$ cat src/rtl/pu_master_spi.sv
// pu_master_spi: NITTA PU acting as SPI master (mode 0) with ping-pong tx/rx word banks.
// Define PU_MASTER_SPI_LOOPBACK_EN to sample miso internally from mosi (miso port ignored).
module pu_master_spi #(
   parameter int DATA_WIDTH     = 32,
   parameter int ATTR_WIDTH     = 4,
   parameter int SPI_DATA_WIDTH = 8,
   parameter int BUF_SIZE       = 6,
   parameter int SCLK_HALF      = 2
) (
   input  logic                  clk,
   input  logic                  rst,
   input  logic                  signal_cycle,
   input  logic                  signal_wr,
   input  logic [DATA_WIDTH-1:0] data_in,
   input  logic [ATTR_WIDTH-1:0] attr_in,
   input  logic                  signal_oe,
   output logic [DATA_WIDTH-1:0] data_out,
   output logic [ATTR_WIDTH-1:0] attr_out,
   output logic                  flag_stop,
   output logic                  cs,
   output logic                  sclk,
   output logic                  mosi,
   input  logic                  miso
);
   localparam int FRAMES = DATA_WIDTH / SPI_DATA_WIDTH;
   localparam int PW = $clog2(BUF_SIZE + 1);
   localparam int BW = $clog2(SPI_DATA_WIDTH + 1);
   localparam int FW = $clog2(FRAMES + 1);
   localparam int TW = $clog2(SCLK_HALF + 1);
   typedef enum logic [1:0] {IDLE, SETUP, SHIFT, HOLD} state_t;
   state_t r_state, w_next;
   logic [DATA_WIDTH-1:0] r_tx [2][BUF_SIZE];
   logic [DATA_WIDTH-1:0] r_rx [2][BUF_SIZE];
   logic [DATA_WIDTH-1:0] r_txsr, r_rxsr;
   logic [PW-1:0] r_wr_cnt, r_n, r_rd_n, r_rd_ptr, r_word;
   logic [BW-1:0] r_bit;
   logic [FW-1:0] r_frm;
   logic [TW-1:0] r_tmr;
   logic r_sel, r_ovr, r_cs, r_sclk, r_flag;
   logic w_swap, w_wrap, w_rise, w_fall, w_frame_end, w_word_done, w_miso, w_unused;
`ifdef PU_MASTER_SPI_LOOPBACK_EN
   assign w_miso   = mosi;
   assign w_unused = ^{attr_in, miso};
`else
   assign w_miso   = miso;
   assign w_unused = ^attr_in;
`endif
   assign w_swap      = signal_cycle && r_state == IDLE;
   assign w_wrap      = r_tmr == TW'(SCLK_HALF - 1);
   assign w_rise      = w_wrap && (r_state == SETUP || (r_state == SHIFT && !r_sclk && r_word != r_n));
   assign w_fall      = w_wrap && r_state == SHIFT && r_sclk;
   assign w_frame_end = r_bit == BW'(SPI_DATA_WIDTH - 1);
   assign w_word_done = w_frame_end && r_frm == FW'(FRAMES - 1);
   assign cs        = r_cs;
   assign sclk      = r_sclk;
   assign mosi      = !r_cs && r_txsr[DATA_WIDTH-1];
   assign flag_stop = r_flag;
   assign attr_out  = ATTR_WIDTH'(r_ovr);
   assign data_out  = (signal_oe && r_rd_ptr < r_rd_n) ? r_rx[~r_sel][r_rd_ptr] : '0;
   always_ff @(posedge clk or posedge rst)
      if (rst) r_state <= IDLE;
      else     r_state <= w_next;
   always_comb begin
      w_next = r_state;
      if (w_swap && r_wr_cnt != '0) w_next = SETUP;
      if (r_state == SETUP && w_wrap) w_next = SHIFT;
      if (r_state == SHIFT && w_wrap && !r_sclk && r_word == r_n) w_next = HOLD;
      if (r_state == HOLD && w_wrap) w_next = IDLE;
   end
   // Bank storage has no reset: counters alone decide which entries are valid.
   always_ff @(posedge clk) begin
      if (signal_wr && (w_swap || r_wr_cnt != PW'(BUF_SIZE)))
         r_tx[w_swap ? ~r_sel : r_sel][w_swap ? '0 : r_wr_cnt] <= data_in;
      if (w_rise && w_word_done)
         r_rx[r_sel][r_word] <= {r_rxsr[DATA_WIDTH-2:0], w_miso};
   end
   always_ff @(posedge clk or posedge rst) begin
      if (rst) begin
         r_sel    <= 1'b0;
         r_ovr    <= 1'b0;
         r_cs     <= 1'b1;
         r_sclk   <= 1'b0;
         r_flag   <= 1'b0;
         r_tmr    <= '0;
         r_wr_cnt <= '0;
         r_n      <= '0;
         r_rd_n   <= '0;
         r_rd_ptr <= '0;
         r_word   <= '0;
         r_bit    <= '0;
         r_frm    <= '0;
         r_txsr   <= '0;
         r_rxsr   <= '0;
      end else begin
         r_flag   <= r_state == HOLD && w_wrap;
         r_tmr    <= (r_state == IDLE || w_wrap) ? '0 : r_tmr + TW'(1);
         r_wr_cnt <= w_swap ? PW'(signal_wr) : r_wr_cnt + PW'(signal_wr && r_wr_cnt != PW'(BUF_SIZE));
         r_rd_ptr <= w_swap ? '0 : r_rd_ptr + PW'(signal_oe && r_rd_ptr < r_rd_n);
         if (signal_cycle && r_state != IDLE) r_ovr <= 1'b1;
         if (w_swap) begin
            r_sel  <= ~r_sel;
            r_n    <= r_wr_cnt;
            r_rd_n <= r_n;
            r_word <= '0;
            r_bit  <= '0;
            r_frm  <= '0;
            r_txsr <= r_tx[r_sel][0];
            r_cs   <= r_wr_cnt == '0;
         end
         if (w_rise) begin
            r_sclk <= 1'b1;
            r_rxsr <= {r_rxsr[DATA_WIDTH-2:0], w_miso};
            r_bit  <= w_frame_end ? '0 : r_bit + BW'(1);
            r_frm  <= w_frame_end ? (w_word_done ? '0 : r_frm + FW'(1)) : r_frm;
            r_word <= r_word + PW'(w_word_done);
         end
         // Word boundary reached when the bit/frame counters have just wrapped.
         if (w_fall) begin
            r_sclk <= 1'b0;
            r_txsr <= (r_bit == '0 && r_frm == '0) ? (r_word != r_n ? r_tx[~r_sel][r_word] : r_txsr)
                                                  : r_txsr << 1;
         end
         if (r_state == HOLD && w_wrap) r_cs <= 1'b1;
      end
   end
endmodule
$ cat config.mk
export PLATFORM = sky130hd
export DESIGN_NAME = pu_master_spi
export DESIGN_NICKNAME = d
export VERILOG_FILES = /design/src/rtl/pu_master_spi.sv
export SDC_FILE = /design/constraint.sdc
export NUM_CORES = 1
export LEC_CHECK = 0
export CAP_MARGIN = 20
export CELL_PAD_IN_SITES_DETAIL_PLACEMENT = 0
export CELL_PAD_IN_SITES_GLOBAL_PLACEMENT = 1
export CORE_MARGIN = 3
export CORE_UTILIZATION = 40
export DETAILED_ROUTE_END_ITERATION = 12
export PLACE_DENSITY = 0.69
export SLEW_MARGIN = 20
export SYNTH_ARGS = -nofsm -noshare
export SYNTH_HDL_FRONTEND = slang
export SYNTH_SLANG_ARGS = --single-unit
$ cat constraint.sdc
create_clock -name clk -period 6 [get_ports clk]
set_clock_uncertainty 0.1 [all_clocks]
set_input_delay 1.5 -clock clk [delete_from_list [all_inputs] [get_ports clk]]
set_output_delay 1.5 -clock clk [all_outputs]
set_load 0.005 [all_outputs]
Word level (Yosys, flattened, before mapping). Memories as Yosys holds them, arrays and structs flattened. Cells that the tools add are included.

Add/sub/neg operators: 6. Equality and inequality tests: 11. Magnitude comparators: 6. Reduce and logical (&&, ||, !) cells: 39. Multiplexer cells: 40. Bitwise logic cells: 4.

Operator list (number): $mux 192 (2); $mux 32 (11); $bmux 32 s3 (2); $demux 32 s3 (2); $mux 3 (8); $logic_and 1x1->1 (21); $ge 4x4->1 const B (3); $mux 4 (3); $not 3->4 (3); $mux 2 (5); $reduce_bool 2->1 (5); $add 3x1->3 (3); $lt 4x1->1 const B (2); $mux 1 (7); $logic_not 3->1 (2); $add 4x1->4 const B (1); $eq 2x1->1 const B (2); $eq 2x2->1 const B (2); $eq 4x3->1 const B (1); $logic_not 4->1 (1); $reduce_and 2->1 (2); $reduce_bool 4->1 (1); $add 3x1->3 const B (1); $eq 3x2->1 const B (1); 12 further kinds (15).

Flip-flop bits (word level): 94. Output and inout port bits: 40. Word-level logic and storage cells: 124. Input port bits: 42. Memories: 2. Memory bits (writable): 768.

Memory list: r_rx (words 2, bits a word 192, rd ports 1, clocked after memory_dff 0, write ports 1, line 33) `logic [DATA_WIDTH-1:0] r_rx [2][BUF_SIZE];`; r_tx (words 2, bits a word 192, rd ports 2, clocked after memory_dff 0, write ports 1, line 32) `logic [DATA_WIDTH-1:0] r_tx [2][BUF_SIZE];`.

Logic depth before layout (Yosys ltp). Gate-level depths: netlist (run 1).

Depth after elaboration: 9. Depth in mapped cells: 9. Depth with buffers taken out: 8.

Least setup slack after synthesis (run 1). No wires, ideal clock.

Kind: register to register. Start point: register r_bit[0]. End point: memory r_rx[0][0] (netlist name), enable pin. Data required time: 5387 ps. Path slack: 694 ps. Cell stages (with the launch flop): 7. Library setup time: 513 ps. Clock period less this slack: 5306 ps. Buffers on the path: 1. Data arrival time: 4693 ps. Path through: dfrtp_1 > ha_1 > nand4b_1 > nor2_1 > or3b_1 > buf_2 > nor4b_1.

Word-level cells in the longest chain between the ends: 5.

Ends and longest elaborated chain: start: declaration (line 36) `logic [BW-1:0] r_bit;`; start signal: assignment (line 113) `r_bit <= w_frame_end ? '0 : r_bit + BW'(1);`; $eq 4x3->1 (line 52) `assign w_frame_end = r_bit == BW'(SPI_DATA_WIDTH - 1);`; $logic_and 1x1->1 (line 53) `assign w_word_done = w_frame_end && r_frm == FW'(FRAMES - 1);`; $logic_and 1x1->1 (line 74) `if (w_rise && w_word_done)`; $mux 1 (line 74); $mux 192 (implied by the code) (line 75) `r_rx[r_sel][r_word] <= {r_rxsr[DATA_WIDTH-2:0], w_miso};`; end: declaration (line 33).

No other way between the ends.

Worst setup path after layout (run 1).
Start point: input port signal_oe. End point: output port data_out[29].

Word-level cells in the longest chain between the ends: 2.

Ends and longest elaborated chain: start: declaration (line 16) `input logic signal_oe,`; $logic_and 1x1->1 (line 59) `assign data_out = (signal_oe && r_rd_ptr < r_rd_n) ? r_rx[~r_sel][r_rd_ptr] : '0;`; $mux 32 (line 59); end: declaration (line 17) `output logic [DATA_WIDTH-1:0] data_out,`.

No other way between the ends.

==> flow_metrics.env, run 1 <==
export IMPL_nFillCells=7082
export IMPL_switching_share=0.223
export IMPL_die_w_um=298
export IMPL_switching_power_mw=2.97
export IMPL_place_hpwl_mm=37.6
export IMPL_cp_arrival_ps=3790
export IMPL_crit_fanout=24
export IMPL_drv_cap=0
export IMPL_vias=17500
export IMPL_drc=0
export IMPL_worstPathCellList="clkdlybuf4s50_1, nand2b_1, a21oi_1, nand3b_1, buf_4, o22ai_1, clkdlybuf4s50_1"
export IMPL_drtPass1Iterations=5
export IMPL_combPwrFrac=0.086
export IMPL_start_kind="input port"
export IMPL_synth_edf_count=768
export IMPL_ctsHtreeMaxLevel=3
export IMPL_area_growth_pct=15.0
export IMPL_pwr_share_seq=0.517
export IMPL_multi_input_area_um2=8060
export IMPL_crit_path_top_delay_cell="clkdlybuf4s50_1"
export IMPL_drive_gt1_frac=0.154
export IMPL_grt_pass1_vias=17900
export IMPL_async_reset_ff_frac=0.109
export IMPL_hold_class="flip-flop to flip-flop"
export IMPL_dominantRegCellSynth="edfxtp_1"
export IMPL_grt_overflow_total=0
export IMPL_avgRoutedWirePerCell_um=23.4
export IMPL_stdcell_area_um2=39100
export IMPL_clk_pin_slew_worst_paths_ps=60
export IMPL_layout_common_cells="edfxtp_1 (768), mux2i_1 (256), nand2_1 (129)"
export IMPL_fin_cells=3229
export IMPL_start_util=0.405
export IMPL_fin_tns_setup_ps=0
export IMPL_finalCriticalPeriod_ps=5390
export IMPL_syn_avg_cell_area_um2=17.7
export IMPL_placed_area_um2=36200
export IMPL_cts_root_buf="clkbuf_16"
export IMPL_p_clk_frac=0.397
export IMPL_synth_area_um2=34000
export IMPL_dp_cells=3060
export IMPL_rsz0062_at_grt="no"
export IMPL_fmax_mhz=185
export IMPL_dp_slack_ps=601
export IMPL_slew_headroom=0.264
export IMPL_regArea_um2=25400
export IMPL_synth_seq_cells=862
export IMPL_track_usage=0.170
export IMPL_ant_nets=0
export IMPL_port_buffers=74
export IMPL_slowest_delay_ps=590
export IMPL_hold_viol_final=0
export IMPL_crit_family="buffers and inverters"
export IMPL_critical_path_class="input port to primary output"
export IMPL_ir_drop_uv=257
export IMPL_outcome="complete, no violations"
export IMPL_period_share=0.898
export IMPL_dieArea_um2=88600
export IMPL_cpMostUsedCell="clkdlybuf4s50_1"
export IMPL_p_int_mw=10.4
export IMPL_power_density_nw_per_um2=341
export IMPL_clock_path_buffers=3
export IMPL_io_pins=82
export IMPL_yosysUniqueCellTypes=54
export IMPL_final_common_cell="edfxtp_1"
export IMPL_synth_warnings=0
export IMPL_clk_latency_ps=620
export IMPL_fin_ws_ps=609
export IMPL_cts_repair_resized=0
export IMPL_core_area_um2=84000
export IMPL_setup_viol=0
export IMPL_slew_viol_final=0
export IMPL_grt_max_degree=137
export IMPL_p_total_mw=13.4
export IMPL_cts_num_sinks=862
export IMPL_cp_required_ps=4400
export IMPL_critPathCaptureType="primary output"
export IMPL_drt_total_wl_mm=75.5
export IMPL_drtIter0Drc=1396
export IMPL_hold_buffers=0
export IMPL_synth_cells=1919
export IMPL_gp_congestion=0.726
export IMPL_grt_pass1_wl_mm=113
export IMPL_die_y_um=298
export IMPL_nNetsFinal=2071
export IMPL_yosysSeqAreaShare=0.747
export IMPL_post_cts_buffers=0
export IMPL_cts_made_buffers=87
export IMPL_via_per_inst=5.41
export IMPL_critPathBufInv=3
export IMPL_num_rows=106
export IMPL_antenna_found_initial=6
export IMPL_leakagePower_nw=12.1
export IMPL_cts_tree="yes"
export IMPL_worstMarginPinSlew_ps=1100
-- Yosys cell counts (all sizes together), types with 2 or more instances --
cell | count | area (um^2)
edfxtp | 768 | 23100
mux2i | 256 | 2560
nand2 | 129 | 484
o22ai | 127 | 795
mux4 | 97 | 2180
dfrtp | 93 | 2330
buf | 76 | 397
nor2 | 50 | 188
clkbuf | 45 | 169
inv | 43 | 161
o21ai | 39 | 195
nor4 | 35 | 225
a21oi | 33 | 165
o22a | 32 | 280
nor3 | 15 | 85.1
ha | 13 | 163
nand2b | 8 | 50.1
nor2b | 6 | 37.5
mux2 | 5 | 56.3
nand3 | 5 | 25.0
nand3b | 5 | 37.5
or3 | 5 | 41.3
or3b | 4 | 35.0
xnor2 | 3 | 26.3
xor2 | 3 | 33.8
a21boi | 2 | 15.0
and2 | 2 | 12.5
nor3b | 2 | 25.0
nor4b | 2 | 17.5
o31ai | 2 | 15.0
-- metal layers --
layer | up-vias | part of all wire | GRT usage
met5 | - | 0.00012 | 0
met4 | 2 | 0.021 | 0.0461
met3 | 100 | 0.053 | 0.0307
met2 | 468 | 0.49 | 0.283
met1 | 9087 | 0.43 | 0.230
li1 | 7797 | - | -
-- kinds of logic (layout without fill, tap and decap cells) --
kind of cell,after synthesis,count (layout),synth area share
multiplexers,358,358,0.141
XOR/XNOR,6,6,0.00177
adder cells (fa/ha/maj),13,13,0.00478
AO/OA/AOI/OAI,243,243,0.0453
AND/OR/NAND/NOR,272,272,0.0381
buffers and inverters,164,333,0.0214
flip-flops,862,862,0.747
other,1,8,0.000110
-- through the flow --
stage,util,hold WS [ps]
after global placement,0.431,328
after global routing,0.466,360
after CTS,0.465,345
after floorplan,-,315
final,0.466,337
after detailed placement,0.432,337
-- power by group through the flow --
stage	clock network, mW	registers, mW	logic, mW
after floorplan	0	6.95	0.651
after CTS	5.42	6.90	1.19
after global routing	5.66	6.92	1.25
after detailed placement	0	7.02	1.18
after global placement	0	7.01	1.17
final	5.30	6.90	1.15
-- flip-flops by register name, summed over array words and instances, names as in the netlist, 2 cells and up --
signal and cells:
r_tmr 2, r_bit 4, r_txsr 32, r_word 3, r_rxsr 31, r_tx 384, r_frm 3, r_n 3
r_rd_n 3, r_rx 384, r_state 2, r_wr_cnt 3, r_rd_ptr 3
-- path summary, 6_finish.rpt --
kind | from | to | slack (ps) | depth (start not counted)
max | signal_oe | data_out[29] | 610 | 7
min | r_tmr[0] | r_tmr[0] | 340 | 1
max reg2reg | r_sel | r_rx[1][111] | 2210 | 5
min reg2reg | r_tmr[0] | r_tmr[0] | 340 | 1
max in group asynchronous | rst | r_sel | 3470 | 3
min in group asynchronous | rst | r_txsr[10] | 1380 | 2
-- layout make-up --
type	count	area share
flip-flops and latches	862	0.650
inverters	43	0.00419
well taps	1134	0.0363
multi-input cells	895	0.206
repair buffers	127	0.0304
clock buffers	126	0.0642
diodes	5	0.000320
clock inverters	37	0.00835
Power figures use the tool's default switching activity.
==> run 2: changes to the inputs <==
CORE_ASPECT_RATIO = 0.9   (was unset)
PLACE_DENSITY = unset   (was 0.69)
PLACE_DENSITY_LB_ADDON = 0.1   (was unset)
TNS_END_PERCENT = 20   (was unset)
==> run 2 against run 1 <==
Net effect:
- routed wire length grew 5.4%
- sequential power grew 0.7%
- critical endpoint is now data_out[16]
- maximum frequency grew 3.3%
- global-route usage up 1.1 points
- utilization rose by 0.37 points
- clock power up 4.0%
==> flow_metrics.env, run 2 (synthesis gave the netlist of run 1 again) <==
export IMPL_outcome="complete, no violations"
export IMPL_cts_num_sinks=862
export IMPL_rsz0062_at_grt="no"
export IMPL_grt_max_degree=140
export IMPL_fmax_mhz=192
export IMPL_ant_nets=0
export IMPL_worstMarginPinSlew_ps=1030
export IMPL_antenna_found_initial=5
export IMPL_finalCriticalPeriod_ps=5220
export IMPL_crit_fanout=32
export IMPL_hold_viol_final=0
export IMPL_fin_ws_ps=782
export IMPL_drtPass1Iterations=5
export IMPL_critical_path_class="input port to primary output"
export IMPL_drive_gt1_frac=0.157
export IMPL_nNetsFinal=2075
export IMPL_worstPathCellList="clkdlybuf4s50_1, nand2b_1, a21oi_1, nand3b_1, buf_4, o22ai_1, clkdlybuf4s50_1"
export IMPL_die_y_um=283
export IMPL_port_buffers=74
export IMPL_final_common_cell="edfxtp_1"
export IMPL_cts_made_buffers=89
export IMPL_die_w_um=313
export IMPL_placed_area_um2=36200
export IMPL_reg2reg_from="r_sel"
export IMPL_fin_cells=3221
export IMPL_whs_path_depth=1
export IMPL_cts_repair_resized=0
export IMPL_rrSetupSlack_ps=1840
export IMPL_crit_path_top_delay_cell="clkdlybuf4s50_1"
export IMPL_min_from="r_tmr[0]"
export IMPL_drt_total_wl_mm=79.6
export IMPL_start_util=0.407
export IMPL_cp_arrival_ps=3620
export IMPL_r2r_end="r_txsr[4]"
export IMPL_place_hpwl_mm=39.7
export IMPL_num_rows=100
export IMPL_grt_pass1_vias=17800
export IMPL_rr_worst_depth=7
export IMPL_leakagePower_nw=12.1
export IMPL_dieArea_um2=88600
export IMPL_area_growth_pct=15.2
export IMPL_hold_buffers=0
export IMPL_fin_util=0.469
export IMPL_p_total_mw=13.6
export IMPL_worst_hold_slack_ps=340
export IMPL_hold_class="flip-flop to flip-flop"
export IMPL_slew_headroom=0.314
export IMPL_clock_path_buffers=3
export IMPL_reg_top3="r_rx: 384 flops, r_tx: 384 flops, r_txsr: 32 flops"
export IMPL_slew_viol_final=0
export IMPL_vias=17300
export IMPL_layout_common_cells="edfxtp_1 (768), mux2i_1 (256), nand2_1 (129)"
export IMPL_dp_cells=3051
export IMPL_fin_tns_setup_ps=0
export IMPL_cts_root_buf="clkbuf_16"
export IMPL_clk_pin_slew_worst_paths_ps=60
export IMPL_stdcell_area_um2=39200
export IMPL_setup_viol=0
export IMPL_grt_pass1_wl_mm=118
export IMPL_ir_drop_uv=205
export IMPL_power_density_nw_per_um2=346
export IMPL_cts_tree="yes"
export IMPL_critPathCaptureType="primary output"
export IMPL_avgRoutedWirePerCell_um=24.7
export IMPL_via_per_inst=5.36
export IMPL_cp_required_ps=4400
export IMPL_grt_overflow_total=0
export IMPL_ctsHtreeMaxLevel=3
export IMPL_hold_end="r_tmr[0]"
export IMPL_io_pins=82
export IMPL_slowest_delay_ps=560
export IMPL_drc=0
export IMPL_core_area_um2=83500
export IMPL_post_cts_buffers=0
export IMPL_drv_cap=0
export IMPL_track_usage=0.181
export IMPL_period_share=0.870
export IMPL_gp_congestion=0.692
export IMPL_dp_slack_ps=777
export IMPL_drtIter0Drc=1312
export IMPL_start_kind="input port"
export IMPL_clk_latency_ps=630
export IMPL_cpMostUsedCell="clkdlybuf4s50_1"
[run 2: metal layers]
metal,GRT usage,vias up,routed length (um)
met5,0,-,24
met4,0.0465,4,1630
met3,0.0276,112,3250
met2,0.304,341,38400
met1,0.249,8988,36300
li1,-,7808,-
[run 2: worst max-delay path, delay by kind of cell]
kind                   cells  cell delay (ps)
AOI/OAI and AO/OA          2              510
buffers and inverters      3             1400
and+or+nand+nor            2              200
[run 2: worst max-delay path by stage]
stage | depth (start not counted) | startpoint | slack (ps) | endpoint
after floorplan | 6 | r_bit[0] | 690 | r_rx[0][0]
after global placement | 7 | signal_oe | 790 | data_out[23]
after detailed placement | 7 | signal_oe | 780 | data_out[19]
after CTS | 5 | r_sel | 620 | data_out[10]
after global routing | 5 | r_sel | 540 | data_out[15]
final | 7 | signal_oe | 780 | data_out[16]
[run 2: where the power goes]
| group | switching, mW | total (mW) | internal (mW) |
|---|---|---|---|
| Clock | 2.24 | 5.51 | 3.27 |
| Sequential | 0.197 | 6.95 | 6.75 |
| Combinational | 0.601 | 1.11 | 0.506 |
| Total | 3.04 | 13.6 | 10.5 |
[run 2: layout make-up]
cell class | instances | area (um^2)
antenna | 2 | 5.00
clock buffer | 128 | 2510
clock inverter | 40 | 433
fill | 7124 | 44300
inverter | 43 | 164
multi-input combinational | 895 | 8060
sequential | 862 | 25400
tap | 1122 | 1400
timing repair buffer | 129 | 1180
==> run 3: changes to the inputs <==
CELL_PAD_IN_SITES_DETAIL_PLACEMENT = 1   (was 0)
CELL_PAD_IN_SITES_GLOBAL_PLACEMENT = 2   (was 1)
CTS_CLUSTER_SIZE = 40   (was unset)
SKIP_CTS_REPAIR_TIMING = 1   (was unset)
==> run 3 against run 2 <==
Net effect:
- utilization is 0.093 points higher
- via count is 1.1% higher
- clock power is 2% higher
- sequential cell count stayed put
- final cell count hardly changed
- count of clock-buffer cells in the layout is 5 higher
- sequential power is 1% lower
- power is 1.0% higher
- combinational power is 6% higher
- first-iteration DRC count is 14% lower
- critical endpoint is now data_out[14]
- highest routed layer unchanged
==> flow_metrics.env, run 3 (synthesis gave the netlist of run 1 again) <==
export IMPL_outcome="complete, no violations"
export IMPL_track_usage=0.191
export IMPL_cp_required_ps=4400
export IMPL_r2r_end="r_txsr[4]"
export IMPL_drc=0
export IMPL_gp_congestion=0.692
export IMPL_multi_input_area_um2=8060
export IMPL_worst_hold_slack_ps=360
export IMPL_rrSetupSlack_ps=1900
export IMPL_hold_viol_final=0
export IMPL_dp_cells=3050
export IMPL_power_density_nw_per_um2=349
export IMPL_slew_headroom=0.279
export IMPL_rr_worst_depth=7
export IMPL_finalCriticalPeriod_ps=5330
export IMPL_grt_pass1_wl_mm=125
export IMPL_drtIter0Drc=1122
export IMPL_clk_latency_ps=640
export IMPL_critical_path_class="input port to primary output"
export IMPL_vias=17400
export IMPL_antenna_found_initial=3
export IMPL_num_rows=100
export IMPL_area_growth_pct=15.4
export IMPL_die_y_um=283
export IMPL_worstMarginPinSlew_ps=1080
export IMPL_clock_path_buffers=3
export IMPL_clk_pin_slew_worst_paths_ps=60
export IMPL_rsz0062_at_grt="no"
export IMPL_drt_total_wl_mm=83.8
export IMPL_ctsHtreeMaxLevel=3
export IMPL_ant_nets=0
export IMPL_nNetsFinal=2076
export IMPL_fin_tns_setup_ps=0
export IMPL_cp_arrival_ps=3730
export IMPL_fin_cells=3220
export IMPL_whs_path_depth=1
export IMPL_io_pins=82
export IMPL_slew_viol_final=0
export IMPL_drv_cap=0
export IMPL_core_area_um2=83500
export IMPL_grt_pass1_vias=18700
export IMPL_leakagePower_nw=12.2
export IMPL_final_common_cell="edfxtp_1"
export IMPL_cts_root_buf="clkbuf_16"
export IMPL_drive_gt1_frac=0.158
export IMPL_critPathCaptureType="primary output"
export IMPL_via_per_inst=5.42
export IMPL_crit_path_start="signal_oe"
export IMPL_reg_top3="r_rx: 384 flops, r_tx: 384 flops, r_txsr: 32 flops"
export IMPL_hold_class="flip-flop to flip-flop"
export IMPL_fmax_mhz=188
export IMPL_regArea_um2=25400
export IMPL_grt_overflow_total=0
export IMPL_reg2reg_from="r_sel"
export IMPL_cts_num_sinks=862
export IMPL_cts_made_buffers=91
export IMPL_port_buffers=74
export IMPL_dieArea_um2=88600
export IMPL_drtPass1Iterations=4
export IMPL_fin_util=0.470
export IMPL_place_hpwl_mm=42.8
export IMPL_ir_drop_uv=249
export IMPL_period_share=0.888
export IMPL_setup_viol=0
export IMPL_grt_max_degree=133
export IMPL_start_kind="input port"
export IMPL_start_util=0.407
export IMPL_nFillCells=7786
export IMPL_crit_fanout=23
export IMPL_p_total_mw=13.7
export IMPL_layout_common_cells="edfxtp_1 (768), mux2i_1 (256), nand2_1 (129)"
export IMPL_avgRoutedWirePerCell_um=26.0
export IMPL_endpoint="data_out[14]"
export IMPL_die_w_um=313
export IMPL_cts_tree="yes"
[run 3: cell types whose count changed in the layout (fill, tap and decap cells not counted), sizes merged]
cell,change
bufinv,-1
diode,-1
buf,-1
clkinvlp,+3
inv,-3
clkinv,-3
clkbuf,+5
[run 3: how the worst min path moves through the flow]
stage / startpoint / endpoint / slack, ps
6_report: r_tmr[0] / r_tmr[0] / 360
5_1_grt: r_tmr[0] / r_tmr[0] / 400
4_1_cts: r_tmr[0] / r_tmr[0] / 360
2_1_floorplan: r_tmr[0] / r_tmr[0] / 310
3_5_place_dp: r_tmr[0] / r_tmr[0] / 350
3_3_place_gp: r_tmr[0] / r_tmr[0] / 330
[run 3: area by class of cell]
class                      count  share of cell area
clock inverter                36              0.0101
clock buffer                 133              0.0669
multi-input combinational    895               0.205
inverter                      43             0.00418
tap                         1122              0.0358
timing repair buffer         128              0.0301
antenna                        1           0.0000637
sequential                   862               0.648
[run 3: stage by stage]
step | area, um^2 | setup slack, ps
finish | 39300 | 670
global route | 39300 | 537
detailed placement | 36200 | 653
floorplan | 34000 | 694
global placement | 36200 | 692
CTS | 39300 | 649
[run 3: power breakdown]
| part | internal (mW) | leakage, nW | switching (mW) | total, mW |
|---|---|---|---|---|
| clock network | 3.34 | 1.47 | 2.30 | 5.64 |
| logic | 0.506 | 3.11 | 0.677 | 1.18 |
| registers | 6.76 | 7.59 | 0.126 | 6.88 |
| total | 10.6 | 12.2 | 3.10 | 13.7 |
[run 3: metal layers]
layer  GRT usage  part of all wire
met1       0.260              0.45
met2       0.326              0.49
met3      0.0315             0.034
met4      0.0436             0.019
met5           0           0.00031
[run 3: worst max-delay path, stage by stage]
cell,delay [ps]
clkdlybuf4s50_1,540
nand2b_1,80
a21oi_1,260
nand2b_2,250
buf_4,310
o22ai_1,220
clkdlybuf4s50_1,540
